[src/rtl/hs_mem_spram_ctrl.sv]
// hs_mem_spram_ctrl
// Request-side controller for the single-port asynchronous-read RAM
// (hs_mem_spram_asyncrd). Accepts read/write requests on a valid/ready channel,
// drives the RAM port, and returns read data through a registered valid/ready
// response channel.
//
// Optional feature, macro HS_MEM_SPRAM_CTRL_INIT_EN:
//   defined   - after reset an INIT sweep zero-fills addresses 0..DATA_DEPTH-1
//               before requests are accepted (the RAM itself has no reset).
//   undefined - RUN is entered straight out of reset and init_done is tied high.
module hs_mem_spram_ctrl #(
   parameter type DATA_TYPE  = logic [7:0],
   parameter int  DATA_DEPTH = 16,
   localparam int ADDR_WIDTH = $clog2(DATA_DEPTH)
) (
   input  logic                  clk,
   input  logic                  rst,
   input  logic                  req_valid,
   output logic                  req_ready,
   input  logic                  req_we,
   input  logic [ADDR_WIDTH-1:0] req_addr,
   input  DATA_TYPE              req_wdata,
   output logic                  rsp_valid,
   input  logic                  rsp_ready,
   output DATA_TYPE              rsp_rdata,
   output logic                  init_done,
   output logic [ADDR_WIDTH-1:0] mem_addr,
   output DATA_TYPE              mem_wdata,
   output logic                  mem_wen,
   input  DATA_TYPE              mem_rdata
);

   logic                  in_run;       // controller accepts requests
   logic                  init_active;  // zero-fill sweep owns the RAM port
   logic [ADDR_WIDTH-1:0] sweep_addr;   // address written by the sweep
   logic                  rd_ok;        // response register can take new data
   logic                  wr_acc;       // write accepted this cycle
   logic                  rd_acc;       // read accepted this cycle

`ifdef HS_MEM_SPRAM_CTRL_INIT_EN
   localparam logic [0:0]            ST_INIT   = 1'b0;
   localparam logic [0:0]            ST_RUN    = 1'b1;
   localparam logic [ADDR_WIDTH-1:0] LAST_ADDR = ADDR_WIDTH'(DATA_DEPTH - 1);

   logic [0:0]            state;
   logic [ADDR_WIDTH-1:0] init_cnt;

   // Sweep counter: walk 0..DATA_DEPTH-1 once, then hand over to RUN.
   always_ff @(posedge clk) begin
      // NOTE: sequential state uses non-blocking assignments so every flop
      // updates from the values present before the edge.
      if (rst) begin
         state    <= ST_INIT;
         init_cnt <= '0;
      end else if (state == ST_INIT) begin
         init_cnt <= init_cnt + ADDR_WIDTH'(1);
         if (init_cnt == LAST_ADDR) begin
            state <= ST_RUN;
         end
      end
   end

   assign in_run      = (state == ST_RUN);
   assign init_active = (state == ST_INIT);
   assign sweep_addr  = init_cnt;
`else
   assign in_run      = 1'b1;
   assign init_active = 1'b0;
   assign sweep_addr  = '0;
`endif

   assign init_done = in_run;

   // Request handshake and RAM port steering (writes pass straight through).
   always_comb begin
      // NOTE: every output gets a default first so no latch is inferred.
      rd_ok     = !rsp_valid || rsp_ready;
      req_ready = 1'b0;
      wr_acc    = 1'b0;
      rd_acc    = 1'b0;
      mem_addr  = req_addr;
      mem_wdata = req_wdata;
      mem_wen   = 1'b0;
      if (in_run) begin
         // Writes never wait on the response register; reads need a free slot.
         req_ready = req_we ? 1'b1 : rd_ok;
         wr_acc    = req_valid && req_we;
         rd_acc    = req_valid && !req_we && rd_ok;
      end
      if (init_active) begin
         // Sweep writes are not gated by rst so a reset simply restarts them.
         mem_wen   = 1'b1;
         mem_addr  = sweep_addr;
         mem_wdata = '0;
      end else begin
         // A write offered while rst is high must not reach the RAM.
         mem_wen = wr_acc && !rst;
      end
   end

   // Response register: capture async RAM data on read accept, hold under stall.
   always_ff @(posedge clk) begin
      if (rst) begin
         rsp_valid <= 1'b0;
         rsp_rdata <= '0;
      end else if (rd_acc) begin
         rsp_valid <= 1'b1;
         rsp_rdata <= mem_rdata;
      end else if (rsp_ready) begin
         rsp_valid <= 1'b0;
      end
   end

endmodule
[config.mk]
export PLATFORM = sky130hd
export DESIGN_NAME = hs_mem_spram_ctrl
export DESIGN_NICKNAME = d
export VERILOG_FILES = /design/src/rtl/hs_mem_spram_ctrl.sv
export SDC_FILE = /design/constraint.sdc
export NUM_CORES = 1
export LEC_CHECK = 0
export BUFFER_PORTS_ARGS = -buffer_cell sky130_fd_sc_hd__clkbuf_2
export CORE_AREA = 10 10 51 53
export DETAILED_ROUTE_END_ITERATION = 8
export DIE_AREA = 0 0 61 63
export PLACE_DENSITY = 0.71
export SLEW_MARGIN = 20
export SYNTH_ARGS = -nofsm -noshare
export SYNTH_HDL_FRONTEND = slang
export SYNTH_SLANG_ARGS = --single-unit
[constraint.sdc]
create_clock -name clk -period 1.4 [get_ports clk]
set_clock_uncertainty 0.15 [all_clocks]
set_input_delay 0.28 -clock clk [delete_from_list [all_inputs] [get_ports clk]]
set_output_delay 0.28 -clock clk [all_outputs]
set_load 0.02 [all_outputs]
==> results.rst <==
.. list-table::
   :header-rows: 1

   * - Metric
     - Value
   * - Run status
     - finished with violations
   * - Violations in the final reports
     - negative setup slack
   * - Busiest layer in global routing
     - met2
   * - Number of placement rows
     - 15
   * - Count of hold-fix buffers inserted at cts
     - 0
   * - Cell variety after synth
     - 13
   * - Worst setup path class
     - register to output pin
   * - Pin count of the biggest net entering global routing
     - 11
   * - Sum of routed wire length over all layers
     - 1.26 mm
   * - Data arrival at the endpoint of the critical path
     - 1.02 ns
   * - Growth of design area from synthesis to finish
     - 14.7%
   * - Source-to-sink clock delay at the later pin of the worst-skew pair
     - 0.26 ns
   * - Most frequent standard cell in the layout excluding fill and tap cells
     - clkbuf_2
   * - Count of port buffers added during placement
     - 23
   * - Worst min path class
     - input pin to register
   * - Detail-routed net length per standard cell
     - 14.4 um
   * - Vias in the first global route
     - 406
   * - Setup TNS
     - -0.0484 ns
   * - Commonest cells after routing, fill and taps aside
     - 22 x clkbuf_2, 16 x nand2b_1, 8 x mux2i_1, 8 x dfxtp_1, 3 x clkbuf_4
   * - Number of clock sinks
     - 9
   * - Power Dens Cells
     - 965 nW/um^2
   * - Boundary Pins
     - 49
   * - Total of max-cap violations
     - 0
   * - Remaining DRCs
     - 0
   * - Fmax achieved
     - 690 MHz
   * - Largest fanout on the critical path
     - 2
   * - Type of destination of the critical path
     - output pin
   * - RD Place Congestion
     - 0.665
   * - Core Box Area
     - 1650 um^2
   * - Remaining antenna violation count
     - 0
   * - Setup slack of the critical path after layout
     - -0.0484 ns
   * - RSZ-0062 raised after global routing
     - true
   * - GRT Overall Usage
     - 6.74%
   * - Routed via count divided by cell count
     - 4.36
   * - Initial antenna violation count
     - 0
   * - Area taken by multi-input logic gates
     - 246 um^2
   * - First DRT Iteration DRCs
     - 4
   * - Chip Height
     - 63 um
   * - Fraction of the yosys area taken by sequential cells
     - 33.6%
   * - Syn Area/Cell
     - 9.59 um^2
   * - Number of H-tree levels
     - 1
   * - Overall power
     - 0.594 mW
   * - Total of fill cells in the finished design
     - 180
   * - Die footprint
     - 3840 um^2
   * - Net count, final
     - 96
   * - Global-route wire length before repair
     - 1.95 mm
   * - Final worst path period need
     - 1.45 ns
   * - Leakage power summed over all cells
     - 0.299 nW
   * - Largest stage delay on the critical path
     - 0.35 ns
   * - Cts bufs inserted
     - 3
   * - Synthesized cell area
     - 537 um^2
   * - TritonCTS clock tree
     - done
   * - Antenna diode count
     - 0
   * - Initial standard-cell utilization of the core
     - 32.5%
   * - Met3 Track Usage GR
     - 5.28%
   * - Chip width
     - 61 um
   * - First drt pass iteration count
     - 2
   * - Warnings, synthesis
     - 0
   * - Flip-flop and latch area
     - 181 um^2
   * - Total via count in the routed design
     - 379
   * - Cell type of the slowest stage on the worst timing path
     - dfxtp_2
   * - Met1 layer usage reported by global route
     - 5.80%
   * - Final setup fails
     - 1
   * - Net Count, Synth
     - 81
   * - Longest Clk Path Bufs
     - 2
   * - Clock Pin Slew Worst Setup and Hold Paths
     - 0.06 ns
   * - Startpoint types
     - register
   * - Final hold violation count
     - 0
   * - Met2 track demand over resource in global routing
     - 10.1%
   * - Period utilization
     - 103%
   * - Critical path, cell by cell
     - nand2b_4 -> or2_4 -> buf_8
   * - Max-slew violation count
     - 0
   * - Half-perimeter wire length after placement
     - 1.05 mm
   * - Clock tree root driver cell
     - clkbuf_4
   * - Peak ir drop on the vdd network
     - 299 uV
   * - Count of state elements after synthesis
     - 9
   * - Ratio of cells with drive above 1 in the final layout
     - 47.1%
   * - Worst endpoint required time
     - 0.97 ns
   * - Cells after Synth
     - 56
   * - Final global-route overflow total
     - 0
-- routing by layer --
layer  up-vias  routed length, um
li1        189                  -
met1       164                354
met2        22                614
met3         4                267
met4         0                 18
met5         -                  0
-- worst max-delay path: cells and delay by family, from the launching register on --
kind	cells	cell delay (ns)
AND/OR/NAND/NOR	2	0.28
buffers and inverters	1	0.13
flip-flops	1	0.35
-- state kept, by name, summed over array words and instances (netlist names) --
register and count:
rsp_rdata 8, rsp_valid 1
-- through the flow --
| step | hold slack, ns | utilization, % | area (um^2) | cells | worst slack (ns) |
|---|---|---|---|---|---|
| floorplan | 0.285 | - | 537 | 56 | 0.106 |
| global placement | 0.307 | 34.4 | 568 | 82 | 0.0632 |
| global route | 0.111 | 37.3 | 616 | 87 | -0.0885 |
| CTS | 0.0918 | 37.2 | 614 | 87 | -0.0806 |
| finish | 0.103 | 37.3 | 616 | 87 | -0.0484 |
| detailed placement | 0.316 | 34.4 | 568 | 82 | 0.0358 |
-- report_power, final --
part / internal [mW] / switching (mW) / total [mW] / leakage (nW)
registers: 0.270 / 0.00749 / 0.277 / 0.0740
logic: 0.0527 / 0.0565 / 0.109 / 0.210
clock network: 0.110 / 0.0970 / 0.207 / 0.0150
-- area by class of cell --
class / instances / area share (%)
Tap cell: 17 / 3.46
Multi-Input combinational cell: 32 / 40.0
Sequential cell: 9 / 29.5
Timing Repair Buffer: 25 / 22.8
Clock buffer: 4 / 4.27
-- final timing paths --
kind	start	endpoint	slack [ns]	cells after the start
worst min-delay path	mem_rdata[2]	rsp_rdata[2]$_SDFFE_PP0P_	0.10	3
worst min register to register	rsp_rdata[3]$_SDFFE_PP0P_	rsp_rdata[3]$_SDFFE_PP0P_	0.32	2
worst max-delay path	rsp_valid$_SDFFE_PP0P_	req_ready	-0.05	3
worst max register to register	rsp_valid$_SDFFE_PP0P_	rsp_rdata[7]$_SDFFE_PP0P_	0.14	4
-- cells by family (layout without fill, tap and decap cells) --
| group | after synthesis | after routing | synth area share [%] |
|---|---|---|---|
| compound gates | 1 | 1 | 0.932 |
| other cells | 1 | 1 | 0.699 |
| mux | 8 | 8 | 14.9 |
| simple gates | 22 | 22 | 28.9 |
| buf+inv | 15 | 29 | 21.0 |
| flops | 9 | 9 | 33.6 |
-- repair_timing --
action / CTS / global route
setup endpoints to repair: 1 / 1
cloned: 0 / 0
setup buffers: 1 / 0
gates resized for setup: 4 / 1
-- cell usage after synthesis, drive strengths merged --
master,number,area share [%]
nor2,1,0.70
conb,1,0.70
buf,14,20
clkbuf,1,0.70
a21oi,1,0.93
nor2b,1,2.6
mux2i,8,15
or2,1,1.2
dfxtp,9,34
nand2,1,0.70
nand2b,18,24
(Power assumes the default switching activity.)
